==> config.mk <==
export PLATFORM = sky130hd
export DESIGN_NAME = saw_wave_gen
export DESIGN_NICKNAME = d
export VERILOG_FILES = /design/src/rtl/saw_wave_gen.sv
export SDC_FILE = /design/constraint.sdc
export NUM_CORES = 1
export LEC_CHECK = 0
export ABC_AREA = 1
export BUFFER_PORTS_ARGS = -buffer_cell sky130_fd_sc_hd__buf_2
export CAP_MARGIN = 15
export CORE_AREA = 2 2 39 41
export DETAILED_ROUTE_END_ITERATION = 12
export DIE_AREA = 0 0 41 43
export PLACE_DENSITY = 0.5
export SLEW_MARGIN = 5
export SYNTH_ARGS = -nofsm -noshare
export SYNTH_HDL_FRONTEND = slang
export SYNTH_SLANG_ARGS = --single-unit
==> constraint.sdc <==
create_clock -name clk -period 1.1 [get_ports clk]
set_input_delay 0.22 -clock clk [delete_from_list [all_inputs] [get_ports clk]]
set_output_delay 0.22 -clock clk [all_outputs]
set_load 0.02 [all_outputs]
==> src/rtl/saw_wave_gen.sv <==
// Sawtooth generator: unsigned W-bit ramp advancing once every DIV enabled clocks,
// with a one-cycle wrap pulse on the max-to-zero transition.
module saw_wave_gen #(
  parameter int N   = 8,
  parameter int DIV = 1,
  localparam int W  = $clog2(N-1) + 1
) (
  input  logic         clk,
  input  logic         rst,
  input  logic         ena,
  output logic [W-1:0] out,
  output logic         wrap
);

  localparam int PW = $clog2(DIV) + 1;
  localparam logic [PW-1:0] PRE_LAST = PW'(DIV - 1);
  localparam logic [W-1:0]  CODE_MAX = '1;

  logic [PW-1:0] pre_cnt_p0;
  logic [W-1:0]  out_p0;
  logic          wrap_p0;
  logic          step;

  // Increment kept at W bits so the max code rolls over to zero by truncation.
  function automatic logic [W-1:0] ramp_inc(input logic [W-1:0] v);
    return v + 1'b1;
  endfunction

  assign step = ena && (pre_cnt_p0 == PRE_LAST);

  // Stage p0: prescaler, ramp code and wrap flag, all registered.
  always_ff @(posedge clk or negedge rst) begin
    if (!rst) begin
      pre_cnt_p0 <= '0;
      out_p0     <= '0;
      wrap_p0    <= 1'b0;
    end else begin
      wrap_p0 <= step && (out_p0 == CODE_MAX);
      if (ena) begin
        if (step) begin
          pre_cnt_p0 <= '0;
          out_p0     <= ramp_inc(out_p0);
        end else begin
          pre_cnt_p0 <= pre_cnt_p0 + 1'b1;
        end
      end
    end
  end

  assign out  = out_p0;
  assign wrap = wrap_p0;

endmodule

==> results of run 1 <==
==> flip-flops by register name (all words and copies together), names as in the netlist <==
| name | cells |
|---|---|
| out | 4 |
| pre_cnt_p0 | 1 |
| wrap | 1 |
==> repair_timing <==
item                      4_1_cts  5_1_grt
gates resized for setup         0        0
hold buffers                    1        0
hold endpoints to repair        6        0
==> cell usage after synthesis (all sizes together) <==
library cell / count
dfrtp: 6
ha: 1
inv: 5
nand2: 9
nand3: 3
nor2: 3
nor3: 1
o21bai: 1
xor2: 1
==> layout make-up <==
class | count | area (sq um)
fill | 150 | 1020
multi-input combinational | 19 | 111
clock buffer | 3 | 22.5
tap | 16 | 20.0
sequential | 6 | 150
timing repair buffer | 8 | 45.0
inverter | 5 | 18.8
==> kinds of logic after synthesis <==
logic type / after synthesis / share of synthesized area (%)
compound gates: 1 / 2.68
xor+xnor: 1 / 3.13
fa+ha+maj: 1 / 4.46
buf+inv: 5 / 6.69
flops: 6 / 53.6
simple gates: 16 / 29.5
==> per-stage QoR <==
stage / cells / util, %
floorplan: 30 / -
global placement: 53 / 24.2
detailed placement: 53 / 24.2
CTS: 57 / 26.6
global route: 57 / 26.6
finish: 57 / 26.6
==> power groups by stage <==
stage	clock (mW)	sequential (mW)	combinational (mW)
detailed placement	0	0.376	0.396
global route	0.231	0.385	0.442
finish	0.202	0.373	0.392
CTS	0.213	0.374	0.399
floorplan	0	0.464	0.175
global placement	0	0.376	0.383
==> layer usage <==
layer,share of wire (%),track usage (%)
met4,0,8.00
met5,0,0
met2,41,7.81
met1,48,10.7
met3,11,4.71
==> worst paths after layout <==
check / start / end / slack [ns] / cells after the start
hold reg to reg: out[3] / wrap / 0.55 / 2
min in group asynchronous: rst / wrap / 0.34 / 2
hold / removal: ena / pre_cnt_p0 / 0.18 / 2
setup reg to reg: out[0] / out[1] / 0.17 / 3
max in group asynchronous: rst / out[3] / 0.61 / 2
setup / recovery: out[2] / out[2] / 0.04 / 1
==> results_dict.tcl, run 1 <==
set metrics [dict create \
    hold_ws_ns 0.175 \
    numPortBuffers 7 \
    ir_worst_vdd_mv 0.546 \
    power_mw 0.966 \
    ios 8 \
    fin_tns_setup_ns 0 \
    crit_chain "buf_2" \
    wl_per_cell_microns 9.28 \
    critPathMaxFanout 5 \
    syn_nets 34 \
    finalWirelength_microns 529 \
    fmax_ghz 0.945 \
    layout.nets 47 \
    dpl.hpwl_microns 407 \
    hold_violations 0 \
    grt_max_degree 7 \
    grt_usage_pct 7.96 \
    pwr-share-clk_pct 20.9 \
    drv_cap 0 \
    pwr-share-seq_pct 38.6 \
    drcViolationCount 0 \
    drt_first_iter_violations 6 \
    cp.required_ns 0.88 \
    setup_viol_count_final 0 \
    combPwrFrac_pct 40.5 \
    yosysSeqAreaShare_pct 53.6 \
    rsz0062_at_grt "false" \
    setup_ws_ns 0.0414 \
    p_sw_mw 0.401 \
    die_h_microns 43 \
    place_ws_ns 0.171 \
    start_util_pct 20.3 \
    place.gp.congestion 0.678 \
    yosys_register_bits 6 \
    clockBufferDepth 2 \
    synth_area_sq_um 280 \
    grt_pass1_wl_microns 821 \
    switching_share_pct 41.5 \
    run_status "complete, no violations" \
    layout_common_cells "nand2_1, buf_2, dfrtp_1" \
    internal-power_mw 0.565 \
    max-slew-margin-rel_pct 89.8 \
    max_stage_delay_ns 0.40 \
    period_share_pct 96.2 \
    clk_pin_slew_ns 0.05 \
    vias 216 \
    dr.pass1.iters 4 \
    diodes 0 \
    power.density_nw_per_um2 2630 \
    start_kind "flop" \
    cp.arrival_ns 0.84 \
    vias_per_cell 3.79 \
    finalMaxSlewViolations 0 \
    fin_area_sq_um 368 \
    finalClockSkew_ns 0.00496 \
    dpl_cell_area_sq_um 335 \
    cp_top_family "flip-flops" \
    critPathKind "reg -> out" \
    synth_cell_type_count 12 \
    core-area_sq_um 1380 \
    crit_slowest_cell "dfrtp_1" \
    hold_path_class "in -> reg" \
    grt_pass1_vias 182 \
    row_count 14 \
    synth_top_area_share_pct 53.6 \
    min_period_ns 1.06 \
    worst_pin_slew_ns 0.152 \
    grt_antenna_before_repair 0 \
    synth_warnings 0 \
    die-area_sq_um 1760 \
    tritoncts "built" \
    overflow 0 \
    die_w_microns 41 \
    areaGrowthSynthToFinish_pct 31.2 \
    worstSkewPairLatency_ns 0.24 \
    endpoint_kind "output port" \
    synth_top_cell_by_area "dfrtp_1" \
    netlist_top_cells_area "dfrtp_1, nand2_1, nand3_1" \
    synthCells 30 \
    postCtsSetupRepairBufs 0 \
    layout-drive-gt1-share_pct 36.6 \
    synth.avg_cell_area_sq_um 9.34 \
    clock_sinks 6 \
    htreeDepth 1 \
    path_buf_inv 1 \
    cts_root_buf "clkbuf_4" \
    p_leak_nw 0.196 \
    cts_made_buffers 3 \
    ant_nets 0 \
]
Power figures use the tool's default switching activity.
==> inputs of run 2 (changes only) <==
--- a/config.mk
+++ b/config.mk
@@ -8,10 +8,12 @@
 export ABC_AREA = 1
 export BUFFER_PORTS_ARGS = -buffer_cell sky130_fd_sc_hd__buf_2
 export CAP_MARGIN = 15
+export CELL_PAD_IN_SITES_DETAIL_PLACEMENT = 0
+export CELL_PAD_IN_SITES_GLOBAL_PLACEMENT = 1
 export CORE_AREA = 2 2 39 41
 export DETAILED_ROUTE_END_ITERATION = 12
 export DIE_AREA = 0 0 41 43
-export PLACE_DENSITY = 0.5
+export PLACE_DENSITY = 0.6
 export SLEW_MARGIN = 5
 export SYNTH_ARGS = -nofsm -noshare
 export SYNTH_HDL_FRONTEND = slang
==> run 2 against run 1 <==
Sequential power about the same. Fmax grew 0.36%. Combinational power down 2%.
==> results_dict.tcl, run 2 (synthesis gave the netlist of run 1 again) <==
set metrics [dict create \
    multi_input_area_sq_um 111 \
    fmax_ghz 0.948 \
    hold_path_class "in -> reg" \
    worstSkewPairLatency_ns 0.24 \
    fillers 157 \
    setup_viol_count_final 0 \
    critPathKind "reg -> out" \
    fin_tns_setup_ns 0 \
    cp.arrival_ns 0.83 \
    dp.cells 53 \
    ios 8 \
    finalClockSkew_ns 0.00323 \
    htreeDepth 1 \
    run_status "complete, no violations" \
    drv_cap 0 \
    layout_common_cells "nand2_1, buf_2, dfrtp_1" \
    start_util_pct 20.3 \
    min_period_ns 1.05 \
    clk_pin_slew_ns 0.04 \
    die_h_microns 43 \
    power.density_nw_per_um2 2610 \
    critPathMaxFanout 5 \
    die_w_microns 41 \
    max-slew-margin-rel_pct 90.0 \
    utilization_pct 26.6 \
    row_count 14 \
    hold_ws_ns 0.171 \
    drcViolationCount 0 \
    grt_max_degree 7 \
    areaGrowthSynthToFinish_pct 31.2 \
    max_stage_delay_ns 0.41 \
    grt_pass1_vias 184 \
    cp_top_family "flip-flops" \
    p_leak_nw 0.196 \
    largest_register_ffs 4 \
    ant_nets 0 \
    place.gp.congestion 0.695 \
    cts_made_buffers 3 \
    endpoint_kind "output port" \
    layout-drive-gt1-share_pct 36.6 \
    grt_usage_pct 7.47 \
    fin_cells 57 \
    tritoncts "built" \
    finalMaxSlewViolations 0 \
    core-area_sq_um 1380 \
    numPortBuffers 7 \
    register_area_sq_um 150 \
    hold_violations 0 \
    rsz0062_at_grt "false" \
    grt_antenna_before_repair 0 \
    postCtsSetupRepairBufs 0 \
    worst_pin_slew_ns 0.150 \
    dpl.hpwl_microns 397 \
    period_share_pct 95.9 \
    overflow 0 \
    drt_first_iter_violations 5 \
    clock_sinks 6 \
    clockBufferDepth 2 \
    start_kind "flop" \
    layout.nets 47 \
    vias 227 \
    wl_per_cell_microns 8.91 \
    path_buf_inv 1 \
    vias_per_cell 3.98 \
    crit_slowest_cell "dfrtp_1" \
    diodes 0 \
    grt_pass1_wl_microns 786 \
    crit_chain "buf_2" \
    die-area_sq_um 1760 \
    ir_worst_vdd_mv 0.825 \
    cp.required_ns 0.88 \
    dr.pass1.iters 4 \
    cts_root_buf "clkbuf_4" \
    finalWirelength_microns 508 \
]
run 2: cell counts in the layout (fill, tap and decap cells not counted):
No cell type changed its count.
run 2: cell type report:
class                           instances  share of cell area (%)
Timing Repair Buffer                    8                    12.2
Clock buffer                            3                    6.12
Inverter                                5                    5.10
Multi-Input combinational cell         19                    30.3
Tap cell                               16                    5.44
Sequential cell                         6                    40.8
run 2: per-stage QoR:
stage / area (sq um) / setup WS (ns) / power [mW]
after floorplan: 280 / 0.122 / 0.639
after global placement: 335 / 0.201 / 0.757
after detailed placement: 335 / 0.202 / 0.762
after global routing: 368 / 0.0101 / 1.03
final: 368 / 0.0452 / 0.960
after CTS: 368 / 0.0328 / 0.983
run 2: timing repair:
action	4_1_cts	5_1_grt
endpoints found under the hold margin	6	0
gates resized for setup	0	0
hold buffers	1	0
run 2: worst paths after layout:
kind / startpoint / to / slack [ns] / cells after the start
max: out[1] / out[1] / 0.05 / 1
min reg2reg: out[2] / out[2] / 0.54 / 2
max in group asynchronous: rst / wrap / 0.63 / 2
min in group asynchronous: rst / pre_cnt_p0 / 0.33 / 2
max reg2reg: out[0] / out[1] / 0.19 / 3
min: ena / pre_cnt_p0 / 0.17 / 2
run 2: where the power goes:
part	total, mW	internal, mW	switching (mW)
clock network	0.201	0.123	0.0777
logic	0.386	0.140	0.246
registers	0.372	0.300	0.0728
total	0.960	0.563	0.397
run 2: per-layer routing:
| metal | track usage (%) | vias to the layer above | routed length, microns |
|---|---|---|---|
| met1 | 8.17 | 97 | 233 |
| li1 | - | 118 | - |
| met3 | 4.71 | 4 | 37 |
| met4 | 8.00 | 0 | 19 |
| met5 | 0 | - | 0 |
| met2 | 8.75 | 8 | 217 |
==> inputs of run 3 (changes only) <==
--- a/config.mk
+++ b/config.mk
@@ -13,8 +13,8 @@
 export CORE_AREA = 2 2 39 41
 export DETAILED_ROUTE_END_ITERATION = 12
 export DIE_AREA = 0 0 41 43
-export PLACE_DENSITY = 0.6
-export SLEW_MARGIN = 5
+export HOLD_SLACK_MARGIN = 0.15
+export PLACE_DENSITY = 0.56
 export SYNTH_ARGS = -nofsm -noshare
 export SYNTH_HDL_FRONTEND = slang
 export SYNTH_SLANG_ARGS = --single-unit
==> run 3 against run 2 <==
Sequential power decreased by 1%. Highest routed layer unchanged. Cell count stayed put. Count of clock-buffer cells in the layout did not move. Wire length is 3.5% lower. Utilization is the same. Hold slack gained 0.013 ns. Sequential cell count is the same. Combinational power barely moved. Critical path type unchanged. Global-route usage rose by 0.61 points. Die area unchanged. Via count down 3.5%.
==> results_dict.tcl, run 3 (synthesis gave the netlist of run 1 again) <==
set metrics [dict create \
    layout.nets 47 \
    hold_path_class "in -> reg" \
    cp.required_ns 0.88 \
    reg2reg_from "out[0]" \
    max_stage_delay_ns 0.41 \
    start_util_pct 20.3 \
    layout-drive-gt1-share_pct 36.6 \
    min_period_ns 1.05 \
    areaGrowthSynthToFinish_pct 31.2 \
    run_status "complete, no violations" \
    tritoncts "built" \
    grt_max_degree 7 \
    switching_share_pct 40.9 \
    max-slew-margin-rel_pct 89.9 \
    row_count 14 \
    fmax_ghz 0.950 \
    power_mw 0.951 \
    drt_first_iter_violations 0 \
    start_kind "flop" \
    die-area_sq_um 1760 \
    setup_viol_count_final 0 \
    drv_cap 0 \
    rsz0062_at_grt "false" \
    overflow 0 \
    endpoint_kind "output port" \
    core-area_sq_um 1380 \
    internal-power_mw 0.562 \
    cts_root_buf "clkbuf_4" \
    finalMaxSlewViolations 0 \
    hold_violations 0 \
    wl_per_cell_microns 8.60 \
    drcViolationCount 0 \
    die_h_microns 43 \
    clockBufferDepth 2 \
    fin_area_sq_um 368 \
    grt_usage_pct 8.07 \
    pwr-share-clk_pct 20.7 \
    cts_made_buffers 3 \
    utilization_pct 26.6 \
    pwr-share-seq_pct 38.7 \
    period_share_pct 95.7 \
    dp.cells 53 \
    clk_pin_slew_ns 0.05 \
    fin_cells 57 \
    worstSkewPairLatency_ns 0.24 \
    diodes 0 \
    combPwrFrac_pct 40.6 \
    ir_worst_vdd_mv 0.911 \
    layout_common_cells "nand2_1, buf_2, dfrtp_1" \
    startpoint "out[2]" \
    fillers 156 \
    power.density_nw_per_um2 2590 \
    p_sw_mw 0.389 \
    ant_nets 0 \
    cp.arrival_ns 0.83 \
    path_buf_inv 1 \
    grt_antenna_before_repair 0 \
    p_leak_nw 0.196 \
    crit_slowest_cell "dfrtp_1" \
    critPathKind "reg -> out" \
    worst_pin_slew_ns 0.152 \
    rrSetupSlack_ns 0.20 \
    crit_chain "buf_2" \
    die_w_microns 41 \
    grt_pass1_vias 230 \
    place.gp.congestion 0.722 \
    vias 219 \
    dpl_cell_area_sq_um 335 \
    ios 8 \
    critPathMaxFanout 5 \
    htreeDepth 1 \
    fin_tns_setup_ns 0 \
    finalWirelength_microns 490 \
    cp_top_family "flip-flops" \
    grt_pass1_wl_microns 903 \
    vias_per_cell 3.84 \
    largest_register_ffs 4 \
    numPortBuffers 7 \
    min_from "ena" \
    clock_sinks 6 \
    finalClockSkew_ns 0.00644 \
    dr.pass1.iters 1 \
]
[run 3: cell counts in the layout (fill, tap and decap cells not counted)]
No cell type changed its count.
[run 3: final timing paths]
kind	endpoint	cells past startpoint
worst max-delay path	out[2]	1
worst min-delay path	pre_cnt_p0	2
worst max register to register	out[1]	3
worst min register to register	wrap	2
max in group asynchronous	pre_cnt_p0	2
min in group asynchronous	out[3]	2
[run 3: per-stage QoR]
stage,hold slack (ns),worst slack [ns]
floorplan,-0.0756,0.122
global placement,0.0586,0.192
detailed placement,0.0544,0.194
CTS,0.176,0.0420
global route,0.187,0.00224
finish,0.184,0.0476
[run 3: metal layers]
| metal | vias up | part of all wire [%] | global-route usage (%) |
|---|---|---|---|
| met2 | 5 | 48 | 11.9 |
| met5 | - | 0 | 0 |
| met3 | 2 | 6.5 | 6.28 |
| li1 | 114 | - | - |
| met4 | 0 | 2.0 | 4.00 |
| met1 | 98 | 43 | 7.84 |
[run 3: what timing repair did]
action | 4_1_cts | 5_1_grt
hold endpoints to repair | 6 | 0
resized for setup | 0 | 0
buffers inserted | 0 | 0
endpoints found under the setup margin | 0 | 0
hold buffers | 1 | 0
[run 3: area by class of cell]
class	count	area, sq um	area share, %
timing repair buffer	8	45.0	12.2
inverter	5	18.8	5.10
clock buffer	3	22.5	6.12
tap	16	20.0	5.44
sequential	6	150	40.8
multi-input combinational	19	111	30.3
[run 3: power groups by stage]
stage / clock, mW / sequential (mW) / combinational [mW]
after CTS: 0.209 / 0.368 / 0.397
after global routing: 0.220 / 0.384 / 0.441
final: 0.197 / 0.368 / 0.387
after detailed placement: 0 / 0.371 / 0.391
after global placement: 0 / 0.370 / 0.396
after floorplan: 0 / 0.464 / 0.175
